### src/rtl/idli_sqi_mem_ctrl.sv
// rtl/idli_sqi_mem_ctrl.sv - SQI transaction engine: command, address, dummy and data nibble bursts
// Each nibble slot is an L cycle (sck=0) then an H cycle (sck=1); stalls stretch the H cycle.
module idli_sqi_mem_ctrl #(
  parameter int         ADDR_W    = 24,
  parameter int         NUM_CS    = 1,
  parameter int         LEN_W     = 8,
  parameter int         DUMMY_NIB = 2,
  parameter int         CS_IDLE   = 2,
  parameter logic [7:0] RD_CMD    = 8'h03,
  parameter logic [7:0] WR_CMD    = 8'h02
) (
  input  logic              i_sqi_gck,
  input  logic              i_sqi_rst_n,
  input  logic              i_sqi_req_vld,
  output logic              o_sqi_req_acp,
  input  logic              i_sqi_req_wr,
  input  logic [ADDR_W-1:0] i_sqi_req_addr,
  input  logic [1:0]        i_sqi_req_cs,
  input  logic [LEN_W-1:0]  i_sqi_req_len,
  input  logic [3:0]        i_sqi_wdata,
  input  logic              i_sqi_wdata_vld,
  output logic              o_sqi_wdata_acp,
  output logic [3:0]        o_sqi_rdata,
  output logic              o_sqi_rdata_vld,
  input  logic              i_sqi_rdata_acp,
  output logic              o_sqi_sck,
  output logic [NUM_CS-1:0] o_sqi_cs,
  output logic              o_sqi_io_mode,
  output logic [3:0]        o_sqi_sio,
  input  logic [3:0]        i_sqi_sio
);

  localparam logic [7:0] ADDR_LAST  = 8'(ADDR_W / 4 - 1);
  localparam logic [7:0] DUMMY_LAST = 8'(DUMMY_NIB - 1);
  localparam logic [7:0] IDLE_LAST  = 8'(CS_IDLE - 1);

  typedef enum logic [2:0] {S_IDLE, S_CMD, S_ADDR, S_DUMMY, S_DATA, S_END} state_e;

  state_e            state_q, state_d;
  logic              phase_q, phase_d;
  logic [7:0]        cnt_q, cnt_d;
  logic [LEN_W-1:0]  len_q, len_d;
  logic              wr_q, wr_d;
  logic [ADDR_W-1:0] addr_q, addr_d;
  logic [1:0]        cs_sel_q, cs_sel_d;
  logic [3:0]        sio_q, sio_d;
  logic [3:0]        rdata_q, rdata_d;
  logic              rvld_q, rvld_d;
  logic              wr_slot, rd_cap, active;

  // H cycle that precedes a write data slot; the next nibble is taken here
  assign wr_slot = phase_q & wr_q &
                   (((state_q == S_ADDR) & (cnt_q == ADDR_LAST)) |
                    ((state_q == S_DATA) & (len_q != '0)));
  assign rd_cap  = phase_q & ~wr_q & (state_q == S_DATA) & (~rvld_q | i_sqi_rdata_acp);
  assign active  = (state_q == S_CMD) | (state_q == S_ADDR) |
                   (state_q == S_DUMMY) | (state_q == S_DATA);

  always_ff @(posedge i_sqi_gck) begin
    if (!i_sqi_rst_n) begin
      state_q  <= S_IDLE;
      phase_q  <= 1'b0;
      cnt_q    <= '0;
      len_q    <= '0;
      wr_q     <= 1'b0;
      addr_q   <= '0;
      cs_sel_q <= '0;
      sio_q    <= '0;
      rdata_q  <= '0;
      rvld_q   <= 1'b0;
    end else begin
      state_q  <= state_d;
      phase_q  <= phase_d;
      cnt_q    <= cnt_d;
      len_q    <= len_d;
      wr_q     <= wr_d;
      addr_q   <= addr_d;
      cs_sel_q <= cs_sel_d;
      sio_q    <= sio_d;
      rdata_q  <= rdata_d;
      rvld_q   <= rvld_d;
    end
  end

  always_comb begin
    state_d  = state_q;
    phase_d  = phase_q;
    cnt_d    = cnt_q;
    len_d    = len_q;
    wr_d     = wr_q;
    addr_d   = addr_q;
    cs_sel_d = cs_sel_q;
    sio_d    = sio_q;
    rdata_d  = rdata_q;
    rvld_d   = rvld_q;
    if (i_sqi_rdata_acp) rvld_d = 1'b0;
    case (state_q)
      S_IDLE: begin
        if (i_sqi_req_vld) begin
          state_d  = S_CMD;
          phase_d  = 1'b0;
          cnt_d    = '0;
          wr_d     = i_sqi_req_wr;
          addr_d   = i_sqi_req_addr;
          cs_sel_d = i_sqi_req_cs;
          len_d    = i_sqi_req_len;
          sio_d    = i_sqi_req_wr ? WR_CMD[7:4] : RD_CMD[7:4];
        end
      end
      S_CMD: begin
        if (!phase_q) phase_d = 1'b1;
        else begin
          phase_d = 1'b0;
          if (cnt_q == '0) begin
            cnt_d = 8'd1;
            sio_d = wr_q ? WR_CMD[3:0] : RD_CMD[3:0];
          end else begin
            state_d = S_ADDR;
            cnt_d   = '0;
            sio_d   = addr_q[ADDR_W-1 -: 4];
            addr_d  = addr_q << 4;
          end
        end
      end
      S_ADDR: begin
        if (!phase_q) phase_d = 1'b1;
        else if (cnt_q != ADDR_LAST) begin
          phase_d = 1'b0;
          cnt_d   = cnt_q + 8'd1;
          sio_d   = addr_q[ADDR_W-1 -: 4];
          addr_d  = addr_q << 4;
        end else if (!wr_q) begin
          phase_d = 1'b0;
          state_d = S_DUMMY;
          cnt_d   = '0;
        end else if (i_sqi_wdata_vld) begin
          phase_d = 1'b0;
          state_d = S_DATA;
          sio_d   = i_sqi_wdata;
        end
      end
      S_DUMMY: begin
        if (!phase_q) phase_d = 1'b1;
        else begin
          phase_d = 1'b0;
          if (cnt_q == DUMMY_LAST) begin
            state_d = S_DATA;
            cnt_d   = '0;
          end else cnt_d = cnt_q + 8'd1;
        end
      end
      S_DATA: begin
        if (!phase_q) phase_d = 1'b1;
        else if (wr_q) begin
          if (len_q == '0) begin
            state_d = S_END;
            phase_d = 1'b0;
            cnt_d   = '0;
            sio_d   = '0;
          end else if (i_sqi_wdata_vld) begin
            phase_d = 1'b0;
            sio_d   = i_sqi_wdata;
            len_d   = len_q - LEN_W'(1);
          end
        end else if (rd_cap) begin
          rdata_d = i_sqi_sio;
          rvld_d  = 1'b1;
          if (len_q == '0) begin
            state_d = S_END;
            phase_d = 1'b0;
            cnt_d   = '0;
            sio_d   = '0;
          end else begin
            phase_d = 1'b0;
            len_d   = len_q - LEN_W'(1);
          end
        end
      end
      S_END: begin
        if (cnt_q == IDLE_LAST) state_d = S_IDLE;
        else cnt_d = cnt_q + 8'd1;
      end
      default: state_d = S_IDLE;
    endcase
  end

  always_comb begin
    o_sqi_req_acp   = (state_q == S_IDLE);
    o_sqi_wdata_acp = wr_slot & i_sqi_wdata_vld;
    o_sqi_sck       = phase_q;
    o_sqi_sio       = sio_q;
    o_sqi_io_mode   = ~((state_q == S_DUMMY) | ((state_q == S_DATA) & ~wr_q));
    o_sqi_rdata     = rdata_q;
    o_sqi_rdata_vld = rvld_q;
    o_sqi_cs        = '1;
    // a device index beyond NUM_CS matches no bit, so no device is selected
    for (int i = 0; i < NUM_CS; i++) begin
      o_sqi_cs[i] = ~(active & (int'(cs_sel_q) == i));
    end
  end

endmodule

### config.mk
export PLATFORM = sky130hd
export DESIGN_NAME = idli_sqi_mem_ctrl
export DESIGN_NICKNAME = d
export VERILOG_FILES = /design/src/rtl/idli_sqi_mem_ctrl.sv
export SDC_FILE = /design/constraint.sdc
export NUM_CORES = 1
export LEC_CHECK = 0
export ABC_AREA = 1
export BUFFER_PORTS_ARGS = -buffer_cell sky130_fd_sc_hd__buf_4
export CAP_MARGIN = 0
export CORE_MARGIN = 5
export CORE_UTILIZATION = 50
export CTS_BUF_LIST = sky130_fd_sc_hd__clkbuf_4 sky130_fd_sc_hd__clkbuf_8
export DETAILED_ROUTE_END_ITERATION = 8
export MAX_ROUTING_LAYER = met4
export PLACE_DENSITY = 0.73
export SYNTH_ARGS = -nofsm -noshare
export SYNTH_HDL_FRONTEND = slang
export SYNTH_SLANG_ARGS = --single-unit
### constraint.sdc
create_clock -name i_sqi_gck -period 2.1 [get_ports i_sqi_gck]
set_clock_uncertainty 0.1 [all_clocks]
set_input_delay 0 -clock i_sqi_gck [delete_from_list [all_inputs] [get_ports i_sqi_gck]]
set_output_delay 0 -clock i_sqi_gck [all_outputs]
set_load 0.01 [all_outputs]
======== Word level (Yosys, flattened, before mapping) ========
Cells that the tools add are included.
cells by class
  reductions and logical operators ........ 19
  add/sub/neg operators ................... 2
  mux-type cells .......................... 73
  equality and inequality tests ........... 26
  bitwise gates (word level) .............. 20
operator list
  cell                                           count
  2-to-1 mux 8 bit                               19
  2-to-1 mux 24 bit                              5
  case mux 24 bit (3 select lines)               1
  2-to-1 mux 4 bit                               12
  case mux 8 bit (6 select lines)                1
  2-to-1 mux 3 bit                               14
  != test 2 bit, second input constant           11
  case mux 3 bit (6 select lines)                1
  2-to-1 mux 1 bit                               17
  zero test 8 bit                                2
  case mux 4 bit (4 select lines)                1
  case mux 8 bit (2 select lines)                1
  AND reduction 6 bit                            2
  AND reduction 11 bit                           1
  bitwise AND 1 bit                              10
  != test 3 x 2 -> 1 bit, second input constant  3
  != test 3 bit, second input constant           3
  AND reduction 9 bit                            1
  adder 8 x 1 -> 8 bit, second input constant    1
  == test 8 x 1 -> 1 bit, second input constant  1
  == test 8 x 3 -> 1 bit, second input constant  1
  != test 8 x 3 -> 1 bit, second input constant  1
  AND reduction 8 bit                            1
  nonzero test 4 bit                             2
  17 further kinds                               28
word-level totals
  bits in registers ....................... 56
  output and inout port bits .............. 14
  word-level logic and storage cells ...... 150

======== Longest topological paths before layout ========
  depth in word-level cells ............... 8
  depth in mapped cells ................... 12
  gate-level depth less buffers ........... 12

======== Worst setup path before layout ========
OpenSTA, ideal clock, no wires.
  path kind ............................... register to register
  start point ............................. reg cnt_q[1]
  end point ............................... reg cnt_q[1]
  stages on the path, launching flop included .. 11
  period minus slack after synthesis ...... 1701 ps
  arrival ................................. 1485 ps
  data required time ...................... 1884 ps
  setup slack ............................. 399 ps
  path through ............................ dfxtp_1 > inv_1 > ha_1 > nand3_1 > nor2_1 > nand2_1 > nand2_1 > nor2_2 > nand3_2 > o21ai_0 > nor2_1
between the ends
  cells in the longest elaborated chain, start to end .. 5
  elaborated cells between the ends (all ways) .. 16
  those cells by class .................... add/sub: 1; eq/ne: 4; mux: 10; reduce/logical: 1
RTL lines
  element                                                       line  RTL
  start, declared                                               41    logic [7:0] cnt_q, cnt_d;
  start signal, assigned                                        74    cnt_q <= cnt_d;
  branches (longest 5 deep; another with adder 8 x 1 -> 8 bit)  -
Several ways; the timed one is not identified. The select of a mux whose other input is x is not followed.
A chain may end at the register's enable or synchronous reset.

======== Worst setup path in the final report ========
  start point ............................. reg cnt_q[1]
  end point ............................... reg addr_q[7]
between the ends
  cells in the longest elaborated chain, start to end .. 3
  elaborated cells between the ends (all ways) .. 5
  those cells by class .................... eq/ne: 3; reduce/logical: 2
RTL lines
  element                                                                   line      RTL
  != test 8 x 3 -> 1 bit / zero test 8 bit (equally long branches)          127, 114
  != test 2 x 1 -> 1 bit (no line) / != test 2 bit (equally long branches)  -
  AND reduction 6 bit (no line) (*)                                         -
  end signal, assigned                                                      77        addr_q <= addr_d;
  end, declared                                                             44        logic [ADDR_W-1:0] addr_q, addr_d;
Every way passes the cells marked *; elsewhere a longest branch is shown, timed or not.

==> results.py <==
metrics = {
    "critical_path": {
        "rrSetupSlack_ns": 0.09,
        "cp.arrival_ns": 2.12,
        "required_ns": 2.21,
        "r2r-start": "cnt_q[1]",
        "path_max_fanout": 12,
        "r2r_cells": 12,
        "rr_endpoint": "addr_q[7]",
        "startpoint_type": "flop",
        "critPathKind": "reg -> reg",
        "cp_slowest_cell": "dfxtp_2",
        "end_kind": "flop",
        "critPathMaxStageDelay_ns": 0.39,
        "crit_path_cell_trace": "inv_1, ha_1, nand3_1, nor2_2, nand2_1, nand2_2, nor3_4, buf_12, clkbuf_16, nand3_1, nand2_1, nor2_1",
    },
    "timing": {
        "fin_crit_ns": 2.01,
        "timing.final.crit_share_pct": 95.6,
        "fin_hold_ws_ns": 0.00336,
        "hold_viol": 0,
        "tightestPinTransition_ns": 0.691,
        "setup_viol": 0,
        "relSlewSlack_pct": 53.9,
        "fmax_mhz": 498,
        "final_max_slew_viol_count": 0,
    },
    "final_layout": {
        "layout.nets": 738,
        "final_common_cell": "nand2_1",
        "final_area_um2": 4670,
        "area_growth_pct": 35.5,
        "drive_above_1_share_pct": 17.9,
        "fillers": 575,
        "final_cell_mix": "nand2_1 (175), nor2_1 (101), buf_4 (77)",
        "antenna_cells": 0,
    },
    "pwr": {
        "clock_power_share_pct": 10.8,
        "pwr-share-seq_pct": 27.3,
        "power.switching_uw": 2770,
        "swShare_pct": 46.5,
        "p_int_uw": 3190,
        "p_comb_share_pct": 61.9,
        "power_leakage_uw": 0.00228,
        "power.density_nw_per_um2": 1280,
        "peakVddDrop_mv": 0.754,
    },
    "floorplan": {
        "core_area_um2": 6760,
        "dieArea_um2": 8650,
        "rows": 30,
        "die-height_um": 93.0,
        "die_x_um": 93.0,
        "start_util_pct": 51.0,
        "ioPinCount": 62,
    },
    "min_path": {
        "hp-class": "in -> reg",
        "min_path_cells": 5,
        "min_to": "len_q[3]",
        "min-delay-start": "i_sqi_req_len[3]",
    },
    "route": {
        "first_iter_violations": 327,
        "via_per_inst": 5.19,
        "ant_nets": 0,
        "dr.pass1.iters": 5,
        "post_drt_wl_per_cell_um": 13.2,
        "vias": 3972,
        "drc_errors": 0,
        "drt_wl_total_um": 10100,
    },
    "synthesis": {
        "synth_seq_area_share_pct": 32.5,
        "synth_area_um2": 3450,
        "syn_inst": 577,
        "syn_avg_cell_area_um2": 5.97,
        "ys_types": 29,
        "syn_nets": 630,
        "synth_seq_cells": 56,
        "ys_warn_count": 0,
    },
    "global_route": {
        "grt_pass1_wl_um": 16400,
        "grt_max_degree": 49,
        "grt_pass1_vias": 3573,
        "antenna_found_initial": 0,
        "grtUsageTotal_pct": 23.4,
        "grt-ovfl-total": 0,
    },
    "clock_tree": {
        "htree_levels": 2,
        "clk_latency_ns": 0.31,
        "cts-buffers-inserted": 5,
        "cts_tree": "built",
        "cts_sinks": 56,
        "clkSlewWorstSetupHoldPaths_ns": 0.10,
        "cts-root-buf": "clkbuf_8",
        "clockBufferDepth": 2,
    },
    "place": {
        "numPortBuffers": 61,
        "post_dp_cell_area_um2": 4010,
        "place_hpwl_um": 6750,
        "gp_congestion": 0.937,
    },
    "job": {
        "cap_violations": 0,
    },
    "run_status": {
        "status": "finished, final reports clean",
    },
}
[power by group through the flow]
stage | Combinational [uW] | Clock (uW) | Sequential [uW]
final | 3690 | 644 | 1630
after global routing | 4120 | 703 | 1670
after CTS | 3170 | 654 | 1620
after detailed placement | 3080 | 0 | 1640
after global placement | 3030 | 0 | 1620
after floorplan | 2360 | 0 | 1590
[cells in the mapped netlist, drive strengths merged]
cell type  number  area [um^2]
a21oi          27          139
a31oi           1         6.26
a41oi           1         8.76
buf            15         95.1
clkbuf          8         30.0
dfxtp          56         1120
ha              5         62.6
inv            57          214
nand2         181          689
nand3          56          295
nand3b          2         15.0
nand4          12         75.1
nor2          110          430
nor3            5         36.3
nor3b           1         7.51
o211ai          5         37.5
o21ai          34          174
xor2            1         8.76
[logic make-up after synthesis]
family | Yosys count | share of synthesized area [%]
xor+xnor | 1 | 0.254
simple gates | 367 | 45.0
fa+ha+maj | 5 | 1.82
compound gates | 68 | 10.6
buf+inv | 80 | 9.84
flops | 56 | 32.5
[repair_timing]
action,in CTS,in global routing
setup endpoints to repair,0,47
gates resized for setup,0,14
hold buffers,41,0
hold endpoints to repair,38,0
setup buffers,0,2
[worst max-delay path, delay by kind of cell (launching register included)]
family,cells,cell delay [ns]
adders and majority gates,1,0.20
buffers and inverters,3,0.39
DFF,1,0.39
and+or+nand+nor,8,0.82
[layer usage]
metal | wire length (um) | vias up | global-route usage, %
li1 | - | 2043 | -
met1 | 4470 | 1770 | 29.7
met2 | 4930 | 141 | 39.4
met3 | 581 | 18 | 3.14
met4 | 157 | 0 | 5.98
met5 | 0 | - | -
[state kept, by name, summed over array words and instances, names as in the netlist]
name	cells
addr_q	24
cnt_q	8
len_q	8
o_sqi_rdata	4
o_sqi_sio	4
state_q	3
cs_sel_q	2
o_sqi_rdata_vld	1
o_sqi_sck	1
wr_q	1
[how the worst max path moves through the flow]
stage / startpoint / endpoint / cells after the start
2_1_floorplan: cnt_q[1] / cnt_q[1] / 10
3_3_place_gp: cnt_q[0] / addr_q[0] / 11
3_5_place_dp: cnt_q[0] / addr_q[3] / 11
4_1_cts: state_q[2] / wr_q / 6
5_1_grt: cnt_q[1] / addr_q[8] / 12
6_report: cnt_q[1] / addr_q[7] / 12
[layout make-up]
| cell class | instances | area, um^2 | area share, % |
|---|---|---|---|
| multi-input cells | 441 | 2020 | 43.2 |
| flip-flops and latches | 56 | 1130 | 24.1 |
| repair buffers | 124 | 1110 | 23.9 |
| inverters | 57 | 214 | 4.58 |
| well taps | 80 | 100 | 2.14 |
| clock buffers | 7 | 90.1 | 1.93 |
| clock inverters | 1 | 7.51 | 0.161 |
[per-stage QoR]
stage	total power [uW]	std cells	utilization, %	TNS [ns]	setup WS (ns)
final	5960	766	69.1	0	0.0925
after global routing	6490	766	69.1	-0.109	-0.0269
after CTS	5440	760	66.9	0	0.0501
after detailed placement	4720	711	59.4	0	0.0978
after global placement	4650	711	59.4	0	0.136
after floorplan	3950	577	-	0	0.399
Power figures use the tool's default switching activity.
